## config.mk

```make
export PLATFORM = sky130hd
export DESIGN_NAME = genius_controle_param
export DESIGN_NICKNAME = d
export VERILOG_FILES = /design/src/rtl/genius_pkg.sv /design/src/rtl/contador_param.sv /design/src/rtl/genius_controle_param.sv
export SDC_FILE = /design/constraint.sdc
export NUM_CORES = 1
export LEC_CHECK = 0
export CAP_MARGIN = 30
export CORE_ASPECT_RATIO = 1.5
export CORE_MARGIN = 2
export CORE_UTILIZATION = 30
export DETAILED_ROUTE_END_ITERATION = 12
export MAX_ROUTING_LAYER = met4
export PLACE_DENSITY = 0.59
export REMOVE_ABC_BUFFERS = 1
export SLEW_MARGIN = 0
export SYNTH_ARGS = -nofsm -noshare
export SYNTH_HDL_FRONTEND = slang
export SYNTH_HIERARCHICAL = 1
export SYNTH_SLANG_ARGS = --single-unit
export TNS_END_PERCENT = 100
```

## constraint.sdc

```tcl
create_clock -name clock -period 7.3 [get_ports clock]
set_input_delay 0.73 -clock clock [delete_from_list [all_inputs] [get_ports clock]]
set_output_delay 0.73 -clock clock [all_outputs]
set_load 0.005 [all_outputs]
```

## src/rtl/genius_pkg.sv

```systemverilog
// Shared encodings and helpers for the parametrised Genius control unit.
package genius_pkg;

  localparam int unsigned ESTADO_W = 5;

  localparam logic [4:0] INICIAL          = 5'd0;
  localparam logic [4:0] PREPARA          = 5'd1;
  localparam logic [4:0] MOSTRA           = 5'd2;
  localparam logic [4:0] INTERVALO        = 5'd3;
  localparam logic [4:0] PROX_MOSTRA      = 5'd4;
  localparam logic [4:0] INICIA_SEQ       = 5'd5;
  localparam logic [4:0] ESPERA           = 5'd6;
  localparam logic [4:0] REGISTRA         = 5'd7;
  localparam logic [4:0] COMPARA          = 5'd8;
  localparam logic [4:0] PROX_JOGADA      = 5'd9;
  localparam logic [4:0] ULTIMA           = 5'd10;
  localparam logic [4:0] INTERVALO_RODADA = 5'd11;
  localparam logic [4:0] PROX_RODADA      = 5'd12;
  localparam logic [4:0] PERDE_VIDA       = 5'd13;
  localparam logic [4:0] FINAL_ACERTOU    = 5'd14;
  localparam logic [4:0] FINAL_ERROU      = 5'd15;
  localparam logic [4:0] FINAL_TIMEOUT    = 5'd16;

  localparam logic [1:0] DIF_QUARTO   = 2'b00;
  localparam logic [1:0] DIF_METADE   = 2'b01;
  localparam logic [1:0] DIF_TRES_QTS = 2'b10;
  localparam logic [1:0] DIF_TOTAL    = 2'b11;

  // Game length for a given difficulty code.
  function automatic int unsigned comprimento_jogo(input int unsigned max_seq,
                                                   input logic [1:0] dif);
    case (dif)
      DIF_QUARTO:   return max_seq / 4;
      DIF_METADE:   return max_seq / 2;
      DIF_TRES_QTS: return (3 * max_seq) / 4;
      default:      return max_seq;
    endcase
  endfunction

endpackage

```

## src/rtl/contador_param.sv

```systemverilog
// Modulo-M up counter with synchronous clear; fim flags the terminal count.
module contador_param #(
  parameter int unsigned M = 16,
  parameter int unsigned W = (M > 1) ? $clog2(M) : 1
) (
  input  logic         clock,
  input  logic         reset,
  input  logic         zera,
  input  logic         conta,
  output logic [W-1:0] q,
  output logic         fim
);

  always_ff @(posedge clock) begin
    if (reset || zera) q <= '0;
    else if (conta)    q <= (q == W'(M - 1)) ? '0 : q + W'(1);
  end

  assign fim = (q == W'(M - 1));

endmodule

```

## src/rtl/genius_controle_param.sv

```systemverilog
// Genius minigame controller: show a growing sequence, check plays, track lives.
module genius_controle_param
  import genius_pkg::*;
#(
  parameter int unsigned N_BOTOES    = 4,
  parameter int unsigned MAX_SEQ     = 16,
  parameter int unsigned T_MOSTRA    = 50,
  parameter int unsigned T_INTERVALO = 25,
  parameter int unsigned T_TIMEOUT   = 500,
  parameter int unsigned VIDAS       = 3,
  localparam int unsigned AW = $clog2(MAX_SEQ),
  localparam int unsigned DW = $clog2(N_BOTOES),
  localparam int unsigned RW = AW + 1,
  localparam int unsigned VW = $clog2(VIDAS) + 1
) (
  input  logic                clock,
  input  logic                reset,
  input  logic                iniciar,
  input  logic [N_BOTOES-1:0] botoes,
  input  logic [1:0]          dificuldade,
  output logic [AW-1:0]       mem_endereco,
  input  logic [DW-1:0]       mem_dado,
  output logic [N_BOTOES-1:0] leds,
  output logic [RW-1:0]       rodada,
  output logic [VW-1:0]       vidas_restantes,
  output logic                pronto,
  output logic                acertou,
  output logic                errou,
  output logic                fim_timeout,
  output logic [4:0]          db_estado
);

  localparam int unsigned T_MAX =
    (T_MOSTRA > T_INTERVALO) ? ((T_MOSTRA > T_TIMEOUT) ? T_MOSTRA : T_TIMEOUT)
                             : ((T_INTERVALO > T_TIMEOUT) ? T_INTERVALO : T_TIMEOUT);
  localparam int unsigned TW = (T_MAX > 1) ? $clog2(T_MAX) : 1;
  localparam logic [N_BOTOES-1:0] UM = N_BOTOES'(1);

  logic [4:0]          estado, proximo;
  logic [AW-1:0]       endereco;
  logic [RW-1:0]       comprimento;
  logic [N_BOTOES-1:0] botoes_d, jogada_reg;
  logic                causa_timeout, repete;
  logic [TW-1:0]       tempo;
  logic                tempo_fim_unused;
  logic                jogada, correto, ultimo_passo, esgotou;

  // Shared timer restarts on every state change, so each timed state starts at 0.
  contador_param #(.M(T_MAX), .W(TW)) u_timer (
    .clock (clock),
    .reset (reset),
    .zera  (proximo != estado),
    .conta (1'b1),
    .q     (tempo),
    .fim   (tempo_fim_unused)
  );

  assign jogada       = (botoes != '0) && (botoes_d == '0);
  assign correto      = (jogada_reg == (UM << mem_dado));
  assign ultimo_passo = ({1'b0, endereco} == rodada - RW'(1));
  assign esgotou      = (tempo == TW'(T_TIMEOUT - 1));

  always_ff @(posedge clock) begin
    if (reset) estado <= INICIAL;
    else       estado <= proximo;
  end

  always_comb begin
    proximo = estado;
    case (estado)
      INICIAL:          if (iniciar) proximo = PREPARA;
      PREPARA:          proximo = MOSTRA;
      MOSTRA:           if (tempo == TW'(T_MOSTRA - 1)) proximo = INTERVALO;
      INTERVALO:        if (tempo == TW'(T_INTERVALO - 1)) proximo = PROX_MOSTRA;
      PROX_MOSTRA:      proximo = ultimo_passo ? INICIA_SEQ : MOSTRA;
      INICIA_SEQ:       proximo = ESPERA;
      ESPERA: begin
        if (jogada)       proximo = REGISTRA;
        else if (esgotou) proximo = PERDE_VIDA;
      end
      REGISTRA:         proximo = COMPARA;
      COMPARA: begin
        if (!correto)          proximo = PERDE_VIDA;
        else if (ultimo_passo) proximo = ULTIMA;
        else                   proximo = PROX_JOGADA;
      end
      PROX_JOGADA:      proximo = ESPERA;
      ULTIMA:           proximo = (rodada == comprimento) ? FINAL_ACERTOU : INTERVALO_RODADA;
      INTERVALO_RODADA: if (tempo == TW'(T_INTERVALO - 1)) proximo = PROX_RODADA;
      PROX_RODADA:      proximo = MOSTRA;
      PERDE_VIDA: begin
        if (vidas_restantes > VW'(1)) proximo = INTERVALO_RODADA;
        else if (causa_timeout)       proximo = FINAL_TIMEOUT;
        else                          proximo = FINAL_ERROU;
      end
      FINAL_ACERTOU, FINAL_ERROU, FINAL_TIMEOUT:
                        if (iniciar) proximo = PREPARA;
      default:          proximo = INICIAL;
    endcase
  end

  // Address, round, lives, play register and loss cause.
  always_ff @(posedge clock) begin
    if (reset) begin
      endereco        <= '0;
      rodada          <= '0;
      vidas_restantes <= '0;
      comprimento     <= '0;
      jogada_reg      <= '0;
      botoes_d        <= '0;
      causa_timeout   <= 1'b0;
      repete          <= 1'b0;
    end else begin
      botoes_d <= botoes;
      case (estado)
        PREPARA: begin
          comprimento     <= RW'(comprimento_jogo(MAX_SEQ, dificuldade));
          rodada          <= RW'(1);
          vidas_restantes <= VW'(VIDAS);
          endereco        <= '0;
          jogada_reg      <= '0;
          repete          <= 1'b0;
        end
        PROX_MOSTRA: if (!ultimo_passo) endereco <= endereco + AW'(1);
        INICIA_SEQ:  endereco <= '0;
        ESPERA:      if (!jogada && esgotou) causa_timeout <= 1'b1;
        REGISTRA:    jogada_reg <= botoes;
        COMPARA:     if (!correto) causa_timeout <= 1'b0;
        PROX_JOGADA: endereco <= endereco + AW'(1);
        PROX_RODADA: begin
          if (!repete) rodada <= rodada + RW'(1);
          repete   <= 1'b0;
          endereco <= '0;
        end
        PERDE_VIDA: begin
          endereco <= '0;
          if (vidas_restantes > VW'(1)) begin
            vidas_restantes <= vidas_restantes - VW'(1);
            repete          <= 1'b1;
          end else begin
            vidas_restantes <= '0;
          end
        end
        default: ;
      endcase
    end
  end

  // Status flags registered from the next state so they align with db_estado.
  always_ff @(posedge clock) begin
    if (reset) begin
      pronto      <= 1'b0;
      acertou     <= 1'b0;
      errou       <= 1'b0;
      fim_timeout <= 1'b0;
    end else begin
      pronto      <= (proximo == FINAL_ACERTOU) || (proximo == FINAL_ERROU) ||
                     (proximo == FINAL_TIMEOUT);
      acertou     <= (proximo == FINAL_ACERTOU);
      errou       <= (proximo == FINAL_ERROU);
      fim_timeout <= (proximo == FINAL_TIMEOUT);
    end
  end

  always_comb begin
    leds = '0;
    case (estado)
      MOSTRA:                    leds = UM << mem_dado;
      ESPERA, REGISTRA, COMPARA: leds = jogada_reg;
      default: ;
    endcase
  end

  assign mem_endereco = endereco;
  assign db_estado    = estado;

endmodule

```

==> impl_metrics.py <==
metrics = {
    "clock_tree": {
        "cts-resized-gates": 0,
        "insertion_delay_ps": 290,
        "hold_buffers": 0,
        "tritoncts": "done",
        "clk_transition_reported_paths_ps": 60,
        "postCtsSetupRepairBufs": 0,
        "cts_buffers": 5,
        "htreeDepth": 2,
        "clock_path_buffers": 2,
        "cts_num_sinks": 43,
        "cts_root_buffer": "clkbuf_16",
    },
    "grt": {
        "grt_start_max_net_pins": 32,
        "antenna_found_initial": 0,
        "grt-ovfl-total": 0,
        "first_global_vias": 2334,
        "grt.total_usage_pct": 15.2,
        "grt_pass1_wl_mm": 11.2,
    },
    "floorplan": {
        "start_util_pct": 30.7,
        "die_area_um2": 9770,
        "design.portCount": 36,
        "die_h_um": 120,
        "fp.coreArea_um2": 8780,
        "num_rows": 42,
        "die_w_um": 81.4,
    },
    "timing": {
        "finalHoldViolations": 0,
        "tightest_slew_ps": 772,
        "fin_crit_ps": 3290,
        "setup_ws_ps": 4010,
        "finalMaxSlewViolations": 0,
        "setup_tns_ps": 0,
        "fin_skew_ps": 5.23,
        "setup_viol": 0,
        "max_slew_margin_pct": 48.5,
        "hold_ws_ps": 518,
        "finalCritPeriodShare_pct": 45.1,
        "fmax_mhz": 304,
        "rsz0062_at_grt": "no",
    },
    "yosys": {
        "ys_seq_area_share_pct": 31.9,
        "synth_ff_type": "dfxtp_1",
        "syn_avg_cell_area_um2": 8.34,
        "syn_area_um2": 2700,
        "yosysUniqueCellTypes": 62,
        "synthArstFlopShare_pct": 0,
        "synth_top_area_cell": "dfxtp_1",
        "synthCells": 323,
        "ys_top_cells_by_area": "dfxtp_1, nor2_1, ha_1, a21oi_1, xor2_1",
        "ys_ff_latch": 43,
        "synth_top_area_share_pct": 31.9,
        "synth_warnings": 6,
        "synth_edf_count": 0,
    },
    "min_path": {
        "whs_path_depth": 2,
        "holdPathEnd": "repete",
        "min_path_type": "reg -> reg",
        "min-delay-start": "repete",
    },
    "worst_setup_path": {
        "r2r_start": "rodada[0]",
        "crit_start": "botoes[0]",
        "critical_path_class": "in -> reg",
        "cp.arrival_ps": 3490,
        "worstSetupEndpointType": "flop",
        "worstPathRequired_ps": 7490,
        "rrSetupSlack_ps": 4380,
        "cp_max_fo": 6,
        "regToRegEndpoint": "u_timer/q[6]",
        "reg2reg_depth": 10,
        "cp-start-kind": "input pin",
    },
    "power": {
        "p_per_area_nw_per_um2": 173,
        "total_leakage_power_nw": 1.11,
        "ir_worst_vdd_uv": 95.4,
    },
    "routing": {
        "via_count": 2480,
        "vias_per_cell": 5.37,
        "drt_pass1_iterations": 4,
        "drt-initial-drc-count": 133,
        "drt-wirelength-per-cell_um": 14.8,
        "drc": 0,
        "wirelength_mm": 6.86,
        "ant_nets": 0,
    },
    "final_layout": {
        "largest_reg_flops": 9,
        "drive_above_1_share_pct": 7.10,
        "layout.nets": 372,
        "final_common_cell": "dfxtp_1",
        "max_flop_register": "u_timer/q",
        "mostFrequentLayoutCells": "dfxtp_1, nor2_1, clkdlybuf4s50_1, a21oi_1, nand2_1",
        "area_growth_pct": 20.7,
        "insertedDiodeCount": 0,
    },
    "run": {
        "drv_cap": 0,
    },
    "placed_design": {
        "place_ws_ps": 3710,
        "globalplace.congestion": 0.909,
        "io_buffers": 35,
        "place_hpwl_mm": 5.16,
    },
    "run_status": {
        "status": "finished clean",
    },
}
==> through the flow <==
step                      utilization (%)  instance area [um^2]  power [mW]  std cells
after floorplan                         -                  2610       0.312        307
after global placement               35.5                  3110       0.347        454
after detailed placement             35.5                  3110       0.348        454
after CTS                            37.1                  3250       0.567        462
after global routing                 37.1                  3250       0.588        462
final                                37.1                  3250       0.562        462
==> worst max path at each step <==
stage | end | slack (ps) | cells after the start
global route | leds[1] | 3850 | 6
global placement | u_timer/q[8] | 3830 | 9
detailed placement | u_timer/q[6] | 3710 | 9
floorplan | u_timer/q[8] | 4580 | 8
CTS | u_timer/q[6] | 4010 | 9
finish | u_timer/q[6] | 4010 | 9
==> cell families (layout without fill, tap and decap cells) <==
logic type | after synthesis | in the layout | share of synthesized area [%]
and+or+nand+nor | 144 | 144 | 30.6
AOI/OAI and AO/OA | 71 | 71 | 19.2
DFF | 43 | 43 | 31.9
xor gates and xnor gates | 19 | 19 | 6.17
adders and majority gates | 10 | 10 | 4.64
muxes | 6 | 6 | 2.23
buffers and inverters | 29 | 58 | 5.01
other | 1 | 1 | 0.139
==> area by class of cell <==
| cell class | instances | area, um^2 |
|---|---|---|
| sequential | 43 | 861 |
| fill | 889 | 5520 |
| tap | 110 | 138 |
| inverter | 13 | 48.8 |
| clock inverter | 2 | 12.5 |
| timing repair buffer | 37 | 365 |
| clock buffer | 6 | 129 |
| multi-input combinational | 251 | 1700 |
==> cell usage after synthesis (9+ instances only) <==
master / n
nand2_1: 20
a21oi_1: 24
inv_1: 13
o21ai_0: 11
xor2_1: 11
ha_1: 10
nand3_1: 15
nor3_1: 13
dfxtp_1: 43
nand4_1: 9
nor2b_1: 9
nor2_1: 36
==> metal layers <==
metal  vias up  track usage (%)  wire, um
met4         0             6.78       188
met3        13             2.86       214
met2        55             26.4      3660
li1       1230                -         -
met1      1182             16.3      2790
met5         -                -         0
==> power breakdown <==
group          switching [mW]  internal, mW  total, mW
Clock                  0.0933         0.126      0.220
Sequential             0.0139         0.242      0.255
Combinational          0.0453        0.0420     0.0873
Total                   0.153         0.410      0.562
==> critical path, cell delays in order <==
cell and delay [ps]:
clkdlybuf4s50_1 440, o41ai_1 630, nor2b_1 320, a2bb2oi_4 180, nor4b_4 300, xor2_1 180
nand4_1 120, or2_2 380, a211oi_1 200
Note: power is estimated with default switching activity, not from simulation.
